## config.mk

```make
export PLATFORM = sky130hd
export DESIGN_NAME = cdb_lane_scheduler_flat
export DESIGN_NICKNAME = d
export VERILOG_FILES = /design/src/rtl/cdb_lane_scheduler_pkg.sv /design/src/rtl/cdb_lane_scheduler_if.sv /design/src/rtl/cdb_lane_scheduler_rr_pick.sv /design/src/rtl/cdb_lane_scheduler.sv /design/src/flat_wrapper.sv
export SDC_FILE = /design/constraint.sdc
export NUM_CORES = 1
export LEC_CHECK = 0
export CORE_UTILIZATION = 30
export CTS_BUF_LIST = sky130_fd_sc_hd__clkbuf_2 sky130_fd_sc_hd__clkbuf_4 sky130_fd_sc_hd__clkbuf_8
export CTS_CLUSTER_SIZE = 12
export DETAILED_ROUTE_END_ITERATION = 6
export GPL_TIMING_DRIVEN = 0
export HOLD_SLACK_MARGIN = 0.03
export PLACE_DENSITY = 0.55
export SLEW_MARGIN = 0
export SYNTH_ARGS = -nofsm -noshare
export SYNTH_HDL_FRONTEND = slang
export SYNTH_SLANG_ARGS = --single-unit
```

## constraint.sdc

```tcl
create_clock -name clk -period 3.95 [get_ports clk]
set_input_delay 0.79 -clock clk [delete_from_list [all_inputs] [get_ports clk]]
set_output_delay 0.79 -clock clk [all_outputs]
set_load 0.005 [all_outputs]
```

## src/rtl/cdb_lane_scheduler_pkg.sv

```systemverilog
// -----------------------------------------------------------------------------
// cdb_lane_scheduler_pkg
// Shared constants and types for the CDB lane scheduler slice.
//   CDB_LANES            number of common data bus lanes (fixed at two)
//   NUM_REQ_DEFAULT      default number of requesting combos
//   STARVE_LIMIT_DEFAULT default wait cycles before a requester is forced ahead
//   lane_idx_t           one-bit lane index
//   idx_bits()           owner/pointer width for a given requester count
// -----------------------------------------------------------------------------
package cdb_lane_scheduler_pkg;

  localparam int CDB_LANES            = 2;
  localparam int NUM_REQ_DEFAULT      = 4;
  localparam int STARVE_LIMIT_DEFAULT = 8;

  typedef logic lane_idx_t;

  // Width of a requester index; never zero so a single requester still has a bit.
  function automatic int idx_bits(input int n);
    return (n > 1) ? $clog2(n) : 1;
  endfunction

endpackage

```

## src/rtl/cdb_lane_scheduler_if.sv

```systemverilog
// -----------------------------------------------------------------------------
// cdb_lane_scheduler_if
// Request/grant bundle between the combos and the CDB lane scheduler.
//   i_flush       pipeline flush, drops the grant being decided
//   i_req         per-requester "result ready" flags
//   i_lane_stall  per-lane back-pressure for the decision cycle
//   o_grant       per-requester one-cycle grant
//   o_bus_index   lane owned by each granted requester
//   o_lane_valid  per-lane broadcast valid
//   o_lane_owner  requester driving each lane
// modport master: the requesting side; modport slave: the scheduler.
// -----------------------------------------------------------------------------
interface cdb_lane_scheduler_if
  import cdb_lane_scheduler_pkg::*;
#(
  parameter int NUM_REQ  = NUM_REQ_DEFAULT,
  parameter int IDX_BITS = idx_bits(NUM_REQ)
);

  logic                                 i_flush;
  logic [NUM_REQ-1:0]                   i_req;
  logic [CDB_LANES-1:0]                 i_lane_stall;
  logic [NUM_REQ-1:0]                   o_grant;
  logic [NUM_REQ-1:0]                   o_bus_index;
  logic [CDB_LANES-1:0]                 o_lane_valid;
  logic [CDB_LANES-1:0][IDX_BITS-1:0]   o_lane_owner;

  modport master (
    output i_flush, i_req, i_lane_stall,
    input  o_grant, o_bus_index, o_lane_valid, o_lane_owner
  );

  modport slave (
    input  i_flush, i_req, i_lane_stall,
    output o_grant, o_bus_index, o_lane_valid, o_lane_owner
  );

endinterface

```

## src/rtl/cdb_lane_scheduler_rr_pick.sv

```systemverilog
// -----------------------------------------------------------------------------
// cdb_lane_scheduler_rr_pick
// Masked find-first-set starting at a rotating pointer: returns the first set
// bit of mask visiting pointer, pointer+1, ... with wrap-around.
//   mask     candidate requesters
//   pointer  position searched first
//   found    at least one mask bit set
//   index    position of the first hit (zero when nothing found)
// -----------------------------------------------------------------------------
module cdb_lane_scheduler_rr_pick #(
  parameter int NUM_REQ  = 4,
  parameter int IDX_BITS = 2
) (
  input  logic [NUM_REQ-1:0]  mask,
  input  logic [IDX_BITS-1:0] pointer,
  output logic                found,
  output logic [IDX_BITS-1:0] index
);

  // Walk the rotation backwards so the hit nearest the pointer is written last.
  always_comb begin : search
    logic [IDX_BITS-1:0] pos;
    pos   = {IDX_BITS{1'b0}};
    found = 1'b0;
    index = {IDX_BITS{1'b0}};
    for (int k = NUM_REQ - 1; k >= 0; k--) begin
      pos = IDX_BITS'((int'(pointer) + k) % NUM_REQ);
      if (mask[pos]) begin
        found = 1'b1;
        index = pos;
      end else begin
        found = found;
      end
    end
  end

endmodule

```

## src/rtl/cdb_lane_scheduler.sv

```systemverilog
// -----------------------------------------------------------------------------
// cdb_lane_scheduler
// Central scheduler for the two CDB lanes. Each cycle it picks up to two
// eligible requesters (starved ones first, then round-robin from the pointer),
// binds them to the free lanes and registers one-cycle grants.
//   clk    clock, all state on the rising edge
//   reset  synchronous, active-high
//   bus    cdb_lane_scheduler_if.slave (requests, stalls, flush, grants)
// -----------------------------------------------------------------------------
module cdb_lane_scheduler
  import cdb_lane_scheduler_pkg::*;
#(
  parameter int NUM_REQ      = NUM_REQ_DEFAULT,
  parameter int STARVE_LIMIT = STARVE_LIMIT_DEFAULT,
  parameter int IDX_BITS     = idx_bits(NUM_REQ)
) (
  input  logic                    clk,
  input  logic                    reset,
  cdb_lane_scheduler_if.slave     bus
);

  localparam int                  CNT_BITS = $clog2(STARVE_LIMIT + 1);
  localparam logic [CNT_BITS-1:0] CNT_MAX  = CNT_BITS'(STARVE_LIMIT);
  localparam logic [IDX_BITS-1:0] LAST_IDX = IDX_BITS'(NUM_REQ - 1);
  localparam logic [NUM_REQ-1:0]  ONE_BIT  = NUM_REQ'(1'b1);

  // Registered state
  logic [NUM_REQ-1:0]                 grant_r;
  logic [NUM_REQ-1:0]                 bus_index_r;
  logic [CDB_LANES-1:0]               lane_valid_r;
  logic [CDB_LANES-1:0][IDX_BITS-1:0] lane_owner_r;
  logic [IDX_BITS-1:0]                ptr_r;
  logic [NUM_REQ-1:0][CNT_BITS-1:0]   cnt_r;

  // Decision-cycle signals
  logic [NUM_REQ-1:0]                 elig_s;
  logic [NUM_REQ-1:0]                 starved_s;
  logic                               st1_found_s, nm1_found_s, st2_found_s, nm2_found_s;
  logic [IDX_BITS-1:0]                st1_idx_s, nm1_idx_s, st2_idx_s, nm2_idx_s;
  logic                               pick1_found_s, pick2_found_s;
  logic [IDX_BITS-1:0]                pick1_idx_s, pick2_idx_s, last_pick_s;
  logic [NUM_REQ-1:0]                 excl1_s;
  logic [CDB_LANES-1:0]               lane_avail_s;
  lane_idx_t                          first_lane_s;
  logic                               take1_s, take2_s;
  logic [NUM_REQ-1:0]                 next_grant_s;
  logic [NUM_REQ-1:0]                 next_bus_index_s;
  logic [CDB_LANES-1:0]               next_lane_valid_s;
  logic [CDB_LANES-1:0][IDX_BITS-1:0] next_lane_owner_s;
  logic [IDX_BITS-1:0]                next_ptr_s;
  logic [NUM_REQ-1:0][CNT_BITS-1:0]   next_cnt_s;

  // The current grantee is masked so a still-high request is not counted twice.
  assign elig_s = bus.i_req & ~grant_r;

  // Starved requesters are eligible ones whose wait counter has saturated.
  always_comb begin
    starved_s = {NUM_REQ{1'b0}};
    for (int i = 0; i < NUM_REQ; i++) begin
      starved_s[i] = elig_s[i] & (cnt_r[i] == CNT_MAX);
    end
  end

  cdb_lane_scheduler_rr_pick #(.NUM_REQ(NUM_REQ), .IDX_BITS(IDX_BITS)) u_pick_st1 (
    .mask(starved_s), .pointer(ptr_r), .found(st1_found_s), .index(st1_idx_s)
  );

  cdb_lane_scheduler_rr_pick #(.NUM_REQ(NUM_REQ), .IDX_BITS(IDX_BITS)) u_pick_nm1 (
    .mask(elig_s), .pointer(ptr_r), .found(nm1_found_s), .index(nm1_idx_s)
  );

  assign pick1_found_s = st1_found_s | nm1_found_s;
  assign pick1_idx_s   = st1_found_s ? st1_idx_s : nm1_idx_s;
  // Second search excludes the first pick so nobody receives both lanes.
  assign excl1_s       = pick1_found_s ? (ONE_BIT << pick1_idx_s) : {NUM_REQ{1'b0}};

  cdb_lane_scheduler_rr_pick #(.NUM_REQ(NUM_REQ), .IDX_BITS(IDX_BITS)) u_pick_st2 (
    .mask(starved_s & ~excl1_s), .pointer(ptr_r), .found(st2_found_s), .index(st2_idx_s)
  );

  cdb_lane_scheduler_rr_pick #(.NUM_REQ(NUM_REQ), .IDX_BITS(IDX_BITS)) u_pick_nm2 (
    .mask(elig_s & ~excl1_s), .pointer(ptr_r), .found(nm2_found_s), .index(nm2_idx_s)
  );

  assign pick2_found_s = st2_found_s | nm2_found_s;
  assign pick2_idx_s   = st2_found_s ? st2_idx_s : nm2_idx_s;

  // The first pick takes the lowest free lane; a second pick needs both lanes free.
  assign lane_avail_s = ~bus.i_lane_stall;
  assign first_lane_s = lane_avail_s[0] ? 1'b0 : 1'b1;
  assign take1_s      = pick1_found_s & (|lane_avail_s) & ~bus.i_flush;
  assign take2_s      = pick2_found_s & (&lane_avail_s) & ~bus.i_flush;

  // Build next grant/lane outputs; index and owner hold where nothing is granted.
  always_comb begin
    next_grant_s      = {NUM_REQ{1'b0}};
    next_lane_valid_s = {CDB_LANES{1'b0}};
    next_bus_index_s  = bus_index_r;
    next_lane_owner_s = lane_owner_r;
    if (take1_s) begin
      next_grant_s[pick1_idx_s]           = 1'b1;
      next_bus_index_s[pick1_idx_s]       = first_lane_s;
      next_lane_valid_s[first_lane_s]     = 1'b1;
      next_lane_owner_s[first_lane_s]     = pick1_idx_s;
    end else begin
      next_grant_s = {NUM_REQ{1'b0}};
    end
    if (take2_s) begin
      next_grant_s[pick2_idx_s]           = 1'b1;
      next_bus_index_s[pick2_idx_s]       = 1'b1;
      next_lane_valid_s[1'b1]             = 1'b1;
      next_lane_owner_s[1'b1]             = pick2_idx_s;
    end else begin
      next_lane_valid_s = next_lane_valid_s;
    end
  end

  // Pointer moves past the last granted requester; held when nothing is granted.
  always_comb begin
    last_pick_s = take2_s ? pick2_idx_s : pick1_idx_s;
    if (!take1_s) begin
      next_ptr_s = ptr_r;
    end else if (last_pick_s == LAST_IDX) begin
      next_ptr_s = {IDX_BITS{1'b0}};
    end else begin
      next_ptr_s = last_pick_s + IDX_BITS'(1);
    end
  end

  // Saturating wait counters: cleared on grant, idle request or flush.
  always_comb begin
    next_cnt_s = cnt_r;
    for (int i = 0; i < NUM_REQ; i++) begin
      if (bus.i_flush || !bus.i_req[i] || next_grant_s[i]) begin
        next_cnt_s[i] = {CNT_BITS{1'b0}};
      end else if (elig_s[i] && (cnt_r[i] != CNT_MAX)) begin
        next_cnt_s[i] = cnt_r[i] + CNT_BITS'(1);
      end else begin
        next_cnt_s[i] = cnt_r[i];
      end
    end
  end

  // State and output registers.
  always_ff @(posedge clk) begin
    if (reset) begin
      grant_r      <= {NUM_REQ{1'b0}};
      bus_index_r  <= {NUM_REQ{1'b0}};
      lane_valid_r <= {CDB_LANES{1'b0}};
      lane_owner_r <= {(CDB_LANES*IDX_BITS){1'b0}};
      ptr_r        <= {IDX_BITS{1'b0}};
      cnt_r        <= {(NUM_REQ*CNT_BITS){1'b0}};
    end else begin
      grant_r      <= next_grant_s;
      bus_index_r  <= next_bus_index_s;
      lane_valid_r <= next_lane_valid_s;
      lane_owner_r <= next_lane_owner_s;
      ptr_r        <= next_ptr_s;
      cnt_r        <= next_cnt_s;
    end
  end

  assign bus.o_grant      = grant_r;
  assign bus.o_bus_index  = bus_index_r;
  assign bus.o_lane_valid = lane_valid_r;
  assign bus.o_lane_owner = lane_owner_r;

endmodule

```

## src/flat_wrapper.sv

```systemverilog
// flat-port wrapper written by rule: the top's interface ports become plain ports
module cdb_lane_scheduler_flat import cdb_lane_scheduler_pkg::*;
#(
  parameter int NUM_REQ      = NUM_REQ_DEFAULT,
  parameter int STARVE_LIMIT = STARVE_LIMIT_DEFAULT,
  parameter int IDX_BITS     = idx_bits(NUM_REQ)
)
  (clk, reset, bus_i_flush, bus_i_req, bus_i_lane_stall, bus_o_grant, bus_o_bus_index, bus_o_lane_valid, bus_o_lane_owner);
  cdb_lane_scheduler_if #(.NUM_REQ(NUM_REQ), .IDX_BITS(IDX_BITS)) bus_i ();
  input  logic clk;
  input  logic reset;
  input wire logic [$bits(bus_i.i_flush)-1:0] bus_i_flush;
  input wire logic [$bits(bus_i.i_req)-1:0] bus_i_req;
  input wire logic [$bits(bus_i.i_lane_stall)-1:0] bus_i_lane_stall;
  output wire logic [$bits(bus_i.o_grant)-1:0] bus_o_grant;
  output wire logic [$bits(bus_i.o_bus_index)-1:0] bus_o_bus_index;
  output wire logic [$bits(bus_i.o_lane_valid)-1:0] bus_o_lane_valid;
  output wire logic [$bits(bus_i.o_lane_owner)-1:0] bus_o_lane_owner;
  assign bus_i.i_flush = bus_i_flush;
  assign bus_i.i_req = bus_i_req;
  assign bus_i.i_lane_stall = bus_i_lane_stall;
  assign bus_o_grant = bus_i.o_grant;
  assign bus_o_bus_index = bus_i.o_bus_index;
  assign bus_o_lane_valid = bus_i.o_lane_valid;
  assign bus_o_lane_owner = bus_i.o_lane_owner;
  cdb_lane_scheduler #(.NUM_REQ(NUM_REQ), .STARVE_LIMIT(STARVE_LIMIT), .IDX_BITS(IDX_BITS)) u_core (.clk(clk), .reset(reset), .bus(bus_i));
endmodule
```

==> results.sh <==
export IMPL_outcome="completed"
export IMPL_power_share_sequential_pct=35.5
export IMPL_fin_hold_ws_ps=460
export IMPL_min_delay_path_depth=2
export IMPL_num_antenna_cells=0
export IMPL_dpl_worst_slack_ps=-641
export IMPL_grt_use_total_pct=18.0
export IMPL_holdPathEnd="u_core.bus.o_lane_owner[3]"
export IMPL_post_synth_top_flop="sky130_fd_sc_hd__dfxtp_1"
export IMPL_synth_area_leader_cell="sky130_fd_sc_hd__dfxtp_1"
export IMPL_synth_seq_area_share_pct=27.9
export IMPL_yosys_warnings=0
export IMPL_leakage_dissipation_uw=0.00108
export IMPL_drt_pre_antenna_iters=4
export IMPL_postSynthRegisterBits=32
export IMPL_synth_enable_flop_cells=0
export IMPL_crit_reg2reg_launch="u_core.cnt_r[12]"
export IMPL_power_share_clock_pct=28.2
export IMPL_core_area_um2=7330
export IMPL_clock_path_buffers=2
export IMPL_post_cts_hold_buffer_count=0
export IMPL_worst_path_largest_cell_delay_ps=450
export IMPL_family_with_the_most_delay_on_the_worst_path="compound AO/OA/AOI/OAI gates"
export IMPL_start_util_pct=31.4
export IMPL_combinationalPowerShare_pct=36.3
export IMPL_worst_slack_ps=234
export IMPL_use_met2_pct=28.9
export IMPL_drt_initial_drc_count=150
export IMPL_antenna_violations_before_repair=0
export IMPL_post_route_cells_drive_above_1_share_pct=23.8
export IMPL_summed_instance_area_of_the_synthesized_netlist_um2=2300
export IMPL_multiInputGateArea_um2=1760
export IMPL_hold_violations=0
export IMPL_drc_errors_left=0
export IMPL_first_global_vias=2169
export IMPL_register_area_um2=641
export IMPL_crit_slowest_cell="sky130_fd_sc_hd__a311o_1"
export IMPL_synth_async_sr_flop_share_pct=0
export IMPL_ioPinCount=23
export IMPL_cellInternalPower_uw=655
export IMPL_routabilityCongestion=0.915
export IMPL_clkTransAtPathRegs_ps=70
export IMPL_global_route_usage_met1_pct=23.1
export IMPL_grt_first_pass_wirelength_um=10900
export IMPL_max_freq_ghz=0.269
export IMPL_worst_skew_pair_later_pin_latency_ps=290
export IMPL_grt_met3_usage_pct=2.40
export IMPL_yosys_cell_types_count=62
export IMPL_irDropWorstVdd_v=0.000215
export IMPL_placed_cells=398
export IMPL_timing_hold_worst_start="u_core.bus.o_lane_owner[3]"
export IMPL_viasPerCell=5.80
export IMPL_worst_r2r_setup_slack_ps=240
export IMPL_layout_commonest_cell="sky130_fd_sc_hd__dfxtp_1"
export IMPL_grt_start_max_net_pins=11
export IMPL_grt_busiest_layer="met2"
export IMPL_fp_row_count=31
export IMPL_power_density_nw_per_um2=329
export IMPL_synthCells=278
export IMPL_crit_path_cell_trace="dlymetal6s2s_1 -> nor2b_1 -> clkbuf_2 -> a311o_1 -> a221oi_4 -> o21a_2 -> buf_6 -> a21oi_1 -> nor2_4 -> nand3_1 -> mux2_4 -> and4_1 -> buf_6 -> o31a_1"
export IMPL_critPathMaxFanout=10
export IMPL_port_buffers=21
export IMPL_worst_path_most_repeated_cell="sky130_fd_sc_hd__buf_6"
export IMPL_grt_setup_unrepaired="false"
export IMPL_chipHeight_um=89.6
export IMPL_startpoint_type="input port"
export IMPL_h_tree_depth=2
export IMPL_setup_viol_count_final=0
export IMPL_synth_area_per_cell_um2=8.27
export IMPL_clock_sinks=32
export IMPL_cp_required_ps=4140
export IMPL_min_period_over_period_pct=94.1
export IMPL_placed_wire_length_estimate_after_detailed_placement_um=5040
export IMPL_wire_per_inst_um=17.4
export IMPL_cts_root_buf="sky130_fd_sc_hd__clkbuf_8"
export IMPL_fin_worst_skew_ps=7.23
export IMPL_routed_wirelength_um=7220
export IMPL_area_growth_syn_to_layout_pct=32.2
export IMPL_hp_class="reg -> reg"
export IMPL_reg2reg_to="u_core.bus.o_bus_index[2]"
export IMPL_synth_area_top_cells="sky130_fd_sc_hd__dfxtp_1 (28%), sky130_fd_sc_hd__nor4_1 (5.7%), sky130_fd_sc_hd__ha_1 (4.4%), sky130_fd_sc_hd__nor2_1 (4.2%), sky130_fd_sc_hd__nand2_1 (3.9%)"
export IMPL_overflow=0
export IMPL_worstMarginPinSlew_ps=1110
export IMPL_crit_buf_inv=4
export IMPL_slew_limit_headroom_pct=25.4
export IMPL_finalCriticalPeriod_ps=3720
export IMPL_timing_setup_critical_path_class="in -> reg"
export IMPL_die_area_um2=8020
export IMPL_cts_tree="yes"
export IMPL_yosys_area_top_type_share_pct=27.9
export IMPL_mapped_nets=295
export IMPL_vias=2401
export IMPL_fin_total_pwr_uw=1000
export IMPL_cts_buffers=5
export IMPL_nets=331
export IMPL_cp_data_arrival_time_ps=3900
export IMPL_ant_nets=0
export IMPL_reg2regPathDepth=16
export IMPL_setup_worst_path_end_class="flop"
export IMPL_slew_viol_final=0
export IMPL_swShare_pct=34.6
export IMPL_instances_no_fill=414
export IMPL_chipWidth_um=89.6
export IMPL_power_switching_uw=346
export IMPL_layout_common_cells="sky130_fd_sc_hd__dfxtp_1 (32), sky130_fd_sc_hd__nor2_1 (23), sky130_fd_sc_hd__nand2_1 (22)"
export IMPL_max_cap_violations=0
export IMPL_fillerInstances=735
cells in the mapped netlist (3+ instances only):
| cell | number |
|---|---|
| sky130_fd_sc_hd__a31oi_1 | 4 |
| sky130_fd_sc_hd__nand2_1 | 24 |
| sky130_fd_sc_hd__and3b_1 | 3 |
| sky130_fd_sc_hd__a221oi_2 | 4 |
| sky130_fd_sc_hd__clkbuf_1 | 6 |
| sky130_fd_sc_hd__nor3_1 | 8 |
| sky130_fd_sc_hd__o211ai_1 | 3 |
| sky130_fd_sc_hd__a211oi_1 | 5 |
| sky130_fd_sc_hd__nand2b_1 | 5 |
| sky130_fd_sc_hd__buf_2 | 4 |
| sky130_fd_sc_hd__buf_6 | 4 |
| sky130_fd_sc_hd__nor2_1 | 26 |
| sky130_fd_sc_hd__nand3b_1 | 6 |
| sky130_fd_sc_hd__o31a_1 | 4 |
| sky130_fd_sc_hd__nand4_1 | 3 |
| sky130_fd_sc_hd__nand3_1 | 6 |
| sky130_fd_sc_hd__nor2b_1 | 4 |
| sky130_fd_sc_hd__o21ai_1 | 3 |
| sky130_fd_sc_hd__xnor2_1 | 4 |
| sky130_fd_sc_hd__a22o_1 | 3 |
| sky130_fd_sc_hd__mux2i_1 | 8 |
| sky130_fd_sc_hd__nor4_1 | 21 |
| sky130_fd_sc_hd__ha_1 | 8 |
| sky130_fd_sc_hd__a21o_1 | 3 |
| sky130_fd_sc_hd__a21oi_1 | 16 |
| sky130_fd_sc_hd__o21ai_0 | 3 |
| sky130_fd_sc_hd__dfxtp_1 | 32 |
| sky130_fd_sc_hd__inv_1 | 9 |
| sky130_fd_sc_hd__o21ba_2 | 3 |
| sky130_fd_sc_hd__xor2_1 | 4 |
what timing repair did:
item                                    CTS  global route
gates cloned                              0             0
gates resized for setup                  14            37
pin swaps                                 2            10
buffers inserted                          2             7
endpoints found under the setup margin   25            27
hold endpoints to repair                  0             0
tightest hold or removal path: cells and delay by family, from the launching register on:
kind	cells	cell delay, ps
compound gates	1	50
flops	1	310
simple gates	1	50
metrics by stage:
step           cell area (um^2)  util [%]  TNS (ps)
2_1_floorplan              2300         -         0
3_3_place_gp               2630      35.9    -13260
3_5_place_dp               2630      35.9    -12380
4_1_cts                    2800      38.2         0
5_1_grt                    3040      41.5         0
6_report                   3040      41.5         0
sequential cells by signal, summed over array words and instances (netlist names):
signal	flops
u_core.cnt_r	16
u_core.bus.o_lane_owner	4
u_core.bus.o_grant	4
u_core.ptr_r	2
u_core.bus.o_bus_index	4
u_core.bus.o_lane_valid	2
kinds of logic after synthesis:
kind of cell	after synthesis	share of synthesized area [%]
buffers and inverters	23	5.28
AND/OR/NAND/NOR	123	29.6
flip-flops	32	27.9
AO/OA/AOI/OAI	74	25.4
XOR/XNOR	8	3.05
adder cells (fa/ha/maj)	9	4.84
multiplexers	9	3.97
power groups by stage:
| stage | logic (uW) | registers [uW] | clock network, uW |
|---|---|---|---|
| 2_1_floorplan | 203 | 358 | 0 |
| 3_3_place_gp | 295 | 361 | 0 |
| 3_5_place_dp | 292 | 361 | 0 |
| 4_1_cts | 314 | 354 | 290 |
| 5_1_grt | 387 | 357 | 301 |
| 6_report | 363 | 355 | 282 |
worst max path at each step:
stage,startpoint,to,slack (ps),cells after the start
floorplan,bus_i_req[0],u_core.bus.o_bus_index[2],430,14
global placement,bus_i_req[1],u_core.cnt_r[5],-670,12
detailed placement,bus_i_req[2],u_core.cnt_r[5],-640,12
CTS,bus_i_req[0],u_core.bus.o_bus_index[2],8,15
global route,u_core.cnt_r[12],u_core.bus.o_bus_index[2],80,16
finish,bus_i_req[2],u_core.bus.o_bus_index[2],230,14
routing by layer:
| metal | part of all wire, % | wire length [um] | vias to the layer above |
|---|---|---|---|
| met5 | 0 | 0 | - |
| met4 | 3.4 | 247 | 0 |
| met3 | 4.9 | 353 | 23 |
| met2 | 48 | 3470 | 81 |
| met1 | 44 | 3150 | 1162 |
| li1 | - | - | 1135 |
cell type report:
type                            count  share of cell area [%]
Tap cell                           99                    4.07
Sequential cell                    32                    21.1
Timing Repair Buffer               30                    9.47
Clock buffer                        8                    3.21
Buffer                             13                    3.09
Inverter                            9                    1.11
Multi-Input combinational cell    223                    58.0
Note: power is estimated with default switching activity, not from simulation.
